$ cat src/rtl/light_gun_pkg.sv
// rtl/light_gun_pkg.sv - shared light-gun state encoding and sequence-length defaults
package light_gun_pkg;

  localparam int DEF_DEB_CYCLES = 250000;
  localparam int DEF_MIN_LIGHT  = 64;

  typedef enum logic [2:0] {
    ST_IDLE,
    ST_ARMED,
    ST_DARK,
    ST_BRIGHT,
    ST_REPORT,
    ST_WAIT_RELEASE
  } gun_state_t;

endpackage

$ cat src/rtl/light_gun_frontend_debounce.sv
// rtl/light_gun_frontend_debounce.sv - two-flop synchroniser plus stable-count debouncer
module debounce #(
  parameter int CYCLES = 4
) (
  input  logic clk,
  input  logic rst,
  input  logic din,
  output logic dout
);

  localparam int CW = (CYCLES > 1) ? $clog2(CYCLES) : 1;
  localparam logic [CW-1:0] LAST = CW'(CYCLES - 1);

  logic          sync0;
  logic          sync1;
  logic [CW-1:0] cnt;

  always_ff @(posedge clk) begin
    if (rst) begin
      sync0 <= 1'b0;
      sync1 <= 1'b0;
      cnt   <= '0;
      dout  <= 1'b0;
    end else begin
      sync0 <= din;
      sync1 <= sync0;
      // Any cycle where the input agrees with the output restarts the stability window.
      if (sync1 == dout) begin
        cnt <= '0;
      end else if (cnt == LAST) begin
        dout <= sync1;
        cnt  <= '0;
      end else begin
        cnt <= cnt + CW'(1);
      end
    end
  end

endmodule

$ cat src/rtl/light_gun_frontend.sv
// rtl/light_gun_frontend.sv - light-gun pin conditioning and black/white frame hit detection
module light_gun_frontend
  import light_gun_pkg::*;
#(
  parameter int DEB_CYCLES = DEF_DEB_CYCLES,
  parameter int MIN_LIGHT  = DEF_MIN_LIGHT
) (
  input  logic clk,
  input  logic rst,
  input  logic trig_raw,
  input  logic light_raw,
  input  logic frame_tick,
  input  logic valid,
  output logic trigger,
  output logic detect,
  output logic busy
);

  localparam int LW = $clog2(MIN_LIGHT + 1);
  localparam logic [LW-1:0] FULL = LW'(MIN_LIGHT);

  gun_state_t    state;
  logic          light_m;
  logic          light_s;
  logic          trig_q;
  logic          trig_rise;
  logic [LW-1:0] light_cnt;
  logic          lit_pix;
  logic          lit;
  logic          dark_bad;

  debounce #(
    .CYCLES(DEB_CYCLES)
  ) u_trig_deb (
    .clk (clk),
    .rst (rst),
    .din (trig_raw),
    .dout(trigger)
  );

  assign trig_rise = trigger & ~trig_q;
  assign lit_pix   = valid & light_s;
  assign lit       = (light_cnt == FULL);

  always_ff @(posedge clk) begin
    if (rst) begin
      light_m   <= 1'b0;
      light_s   <= 1'b0;
      trig_q    <= 1'b0;
      light_cnt <= '0;
    end else begin
      light_m <= light_raw;
      light_s <= light_m;
      trig_q  <= trigger;
      // A lit pixel on the tick cycle already belongs to the new frame.
      if (frame_tick) begin
        light_cnt <= lit_pix ? LW'(1) : '0;
      end else if (lit_pix && !lit) begin
        light_cnt <= light_cnt + LW'(1);
      end
    end
  end

  always_ff @(posedge clk) begin
    if (rst) begin
      state    <= ST_IDLE;
      dark_bad <= 1'b0;
      detect   <= 1'b0;
      busy     <= 1'b0;
    end else begin
      case (state)
        ST_IDLE: begin
          if (trig_rise) begin
            state <= ST_ARMED;
            busy  <= 1'b1;
          end
        end
        ST_ARMED: begin
          if (frame_tick) begin
            state    <= ST_DARK;
            dark_bad <= 1'b0;
          end
        end
        ST_DARK: begin
          if (lit) dark_bad <= 1'b1;
          if (frame_tick) state <= ST_BRIGHT;
        end
        ST_BRIGHT: begin
          if (lit && !dark_bad) detect <= 1'b1;
          // Light first reaching threshold on the leaving tick still scores.
          if (frame_tick) begin
            state <= (detect || (lit && !dark_bad)) ? ST_REPORT : ST_WAIT_RELEASE;
          end
        end
        ST_REPORT: begin
          if (frame_tick) begin
            detect <= 1'b0;
            state  <= ST_WAIT_RELEASE;
          end
        end
        ST_WAIT_RELEASE: begin
          if (!trigger) begin
            state <= ST_IDLE;
            busy  <= 1'b0;
          end
        end
        default: begin
          state  <= ST_IDLE;
          detect <= 1'b0;
          busy   <= 1'b0;
        end
      endcase
    end
  end

endmodule

$ cat config.mk
export PLATFORM = sky130hd
export DESIGN_NAME = light_gun_frontend
export DESIGN_NICKNAME = d
export VERILOG_FILES = /design/src/rtl/light_gun_pkg.sv /design/src/rtl/light_gun_frontend_debounce.sv /design/src/rtl/light_gun_frontend.sv
export SDC_FILE = /design/constraint.sdc
export NUM_CORES = 1
export LEC_CHECK = 0
export ABC_CLOCK_PERIOD_IN_PS = 2900
export CAP_MARGIN = 25
export CORE_MARGIN = 2
export CORE_UTILIZATION = 45
export DETAILED_ROUTE_END_ITERATION = 10
export MAX_ROUTING_LAYER = met4
export PLACE_DENSITY = 0.68
export SKIP_CTS_REPAIR_TIMING = 1
export SYNTH_ARGS = -nofsm -noshare
export SYNTH_HDL_FRONTEND = slang
export SYNTH_SLANG_ARGS = --single-unit
$ cat constraint.sdc
create_clock -name clk -period 2.9 [get_ports clk]
set_input_delay 0.58 -clock clk [delete_from_list [all_inputs] [get_ports clk]]
set_output_delay 0.58 -clock clk [all_outputs]
set_load 0.01 [all_outputs]
==> impl_metrics.yaml <==
route:
  drc_errors: 0
  wirelength_um: 2890
  drtIter0Drc: 105
  firstDrtPassIters: 4
  dr_total_vias: 1308
  viasPerCell: 5.07
  ant_nets: 0
  wl_per_cell_um: 11.2
clock_tree:
  clkLatencyLatePin_ns: 0.29
  path_clk_slew_ns: 0.07
  root_buffer: "clkbuf_8"
  cts_tree: "yes"
  cts-htree-levels: 2
  numClockSinks: 37
  numCtsBuffers: 5
  clockBufferDepth: 2
min_path:
  hp-class: "reg2reg"
die:
  fp.dieH_um: 65.5
  num_rows: 22
  initial_core_util: 0.465
  ios: 9
  die_w_um: 65.5
  die_area_um2: 4290
  coreArea_um2: 3660
critical_path:
  crit_type: "reg2reg"
  worstPathRequired_ns: 3.04
  critPathCaptureType: "register"
  path_max_fanout: 18
  start_kind: "register"
  arrival_ns: 2.22
place:
  gp_congestion: 0.789
  dp_slack_ns: 0.658
  port_buffers: 8
  detailed_place_hpwl_um: 1980
finish:
  nNetsFinal: 218
  final_cell_mix: "dfxtp_1 (37), nor2_1 (29), xnor2_1 (12)"
  layout.cells.most_common: "dfxtp_1"
  final_layout_size_suffix_gt1_frac: 0.0810
  area_growth_syn_to_layout_pct: 13.2
  num-fill-cells: 344
  antenna_cells: 0
timing:
  slew_viol_final: 0
  grt_setup_unrepaired: "false"
  hold_viol_final: 0
  worst_slack_ns: 0.824
  tns_ns: 0
  fmax_ghz: 0.482
  period_minus_slack_ns: 2.08
  finalClockSkew_ns: 0.00688
  fin_crit_sh: 0.716
  relSlewSlack: 0.518
  finalSetupViolations: 0
  worstMarginPinSlew_ns: 0.722
logic_synthesis:
  synth_top_cells_by_area: "dfxtp_1 (44%), nor2_1 (6.4%), xnor2_1 (6.2%)"
  synth.top_cell.area_share: 0.435
  synth-edff-count: 0
  ys.warnings.count: 0
  synth.largest_area_cell: "dfxtp_1"
  ys_async_sr_fraction: 0
  syn-cell-area_um2: 1700
  avgSynthCellArea_um2: 8.55
  synth_cells: 199
  ys_seq_elements: 37
  synth-main-ff-cell: "dfxtp_1"
  synth.distinct_cells: 41
  seq_area_frac_synth: 0.435
  syn-num-nets: 208
job:
  drv_cap: 0
grt:
  grt_first_pass_wirelength_um: 5240
  grt_max_degree: 19
  overflow: 0
  grt_pass1_vias: 1246
  grt_usage: 0.162
  antenna_found_initial: 0
power_and_ir_drop:
  total_power_mw: 0.939
  p_per_area_nw_per_um2: 487
  ir_drop_mv: 0.272
  p_leak_nw: 0.612
run_status:
  status: "finished, final reports clean"
## power by group
part | switching [mW] | internal, mW
clock | 0.175 | 0.215
sequential | 0.00296 | 0.513
combinational | 0.0155 | 0.0175
## flip-flops by register name, summed over array words and instances, names as in the netlist
signal / cells
dark_bad: 1
trig_q: 1
detect: 1
u_trig_deb.dout: 1
light_s: 1
light_cnt: 7
state: 3
u_trig_deb.cnt: 18
u_trig_deb.sync0: 1
light_m: 1
u_trig_deb.sync1: 1
busy: 1
## cell usage after synthesis (2+ instances only)
cell      count
ha_1          3
nor3_1        9
nand3b_1      2
dfxtp_1      37
xor2_1        6
xnor2_1      12
nor4b_1       2
nor2b_1       7
a21oi_1      10
nand2_1       8
a31o_2        2
o21ai_0       6
clkbuf_1      5
or3_1         4
nand2b_1      5
inv_1        11
nand3_1       7
nand4_1       5
and3_1        4
nor2_1       29
nor4_1        4
o21a_1        2
## worst max-delay path, stage by stage, from the launching register on
cell and delay, ns:
dfxtp_1 0.37, ha_1 0.21, nand3_1 0.22, or3_1 0.43, o21ai_2 0.58, nor2_1 0.11
## final cells by class
class | count | area [um^2] | area share
repair buffers | 9 | 87.6 | 0.0455
well taps | 48 | 60.1 | 0.0312
clock inverters | 1 | 5.00 | 0.00260
inverters | 11 | 41.3 | 0.0214
clock buffers | 7 | 96.3 | 0.0500
flip-flops and latches | 37 | 741 | 0.384
multi-input cells | 145 | 896 | 0.465
## routing by layer
metal / track usage / vias to the layer above / wire [um]
met2: 0.260 / 13 / 1260
met4: 0.0625 / 0 / 53
li1: - / 706 / -
met3: 0.0531 / 5 / 102
met5: - / - / 0
met1: 0.187 / 584 / 1480
## cell families after synthesis
group                      synth area share
xor gates and xnor gates             0.0926
AOI/OAI and AO/OA                     0.115
DFF                                   0.435
muxes                               0.00588
adders and majority gates            0.0221
and+or+nand+nor                       0.291
buffers and inverters                0.0382
## through the flow
| step | instances | hold WS [ns] | utilization | area [um^2] |
|---|---|---|---|---|
| 3_5_place_dp | 250 | 0.429 | 0.499 | 1830 |
| 2_1_floorplan | 199 | 0.414 | - | 1700 |
| 3_3_place_gp | 250 | 0.436 | 0.499 | 1830 |
| 4_1_cts | 258 | 0.448 | 0.526 | 1930 |
| 5_1_grt | 258 | 0.468 | 0.526 | 1930 |
| 6_report | 258 | 0.445 | 0.526 | 1930 |
## worst paths after layout
check | start | to | slack, ns | depth (start not counted)
max reg2reg | u_trig_deb.cnt[0] | u_trig_deb.cnt[2] | 0.82 | 5
max | u_trig_deb.cnt[0] | u_trig_deb.cnt[2] | 0.82 | 5
min reg2reg | u_trig_deb.sync0 | u_trig_deb.sync1 | 0.45 | 1
min | u_trig_deb.sync0 | u_trig_deb.sync1 | 0.45 | 1
(Power assumes the default switching activity.)
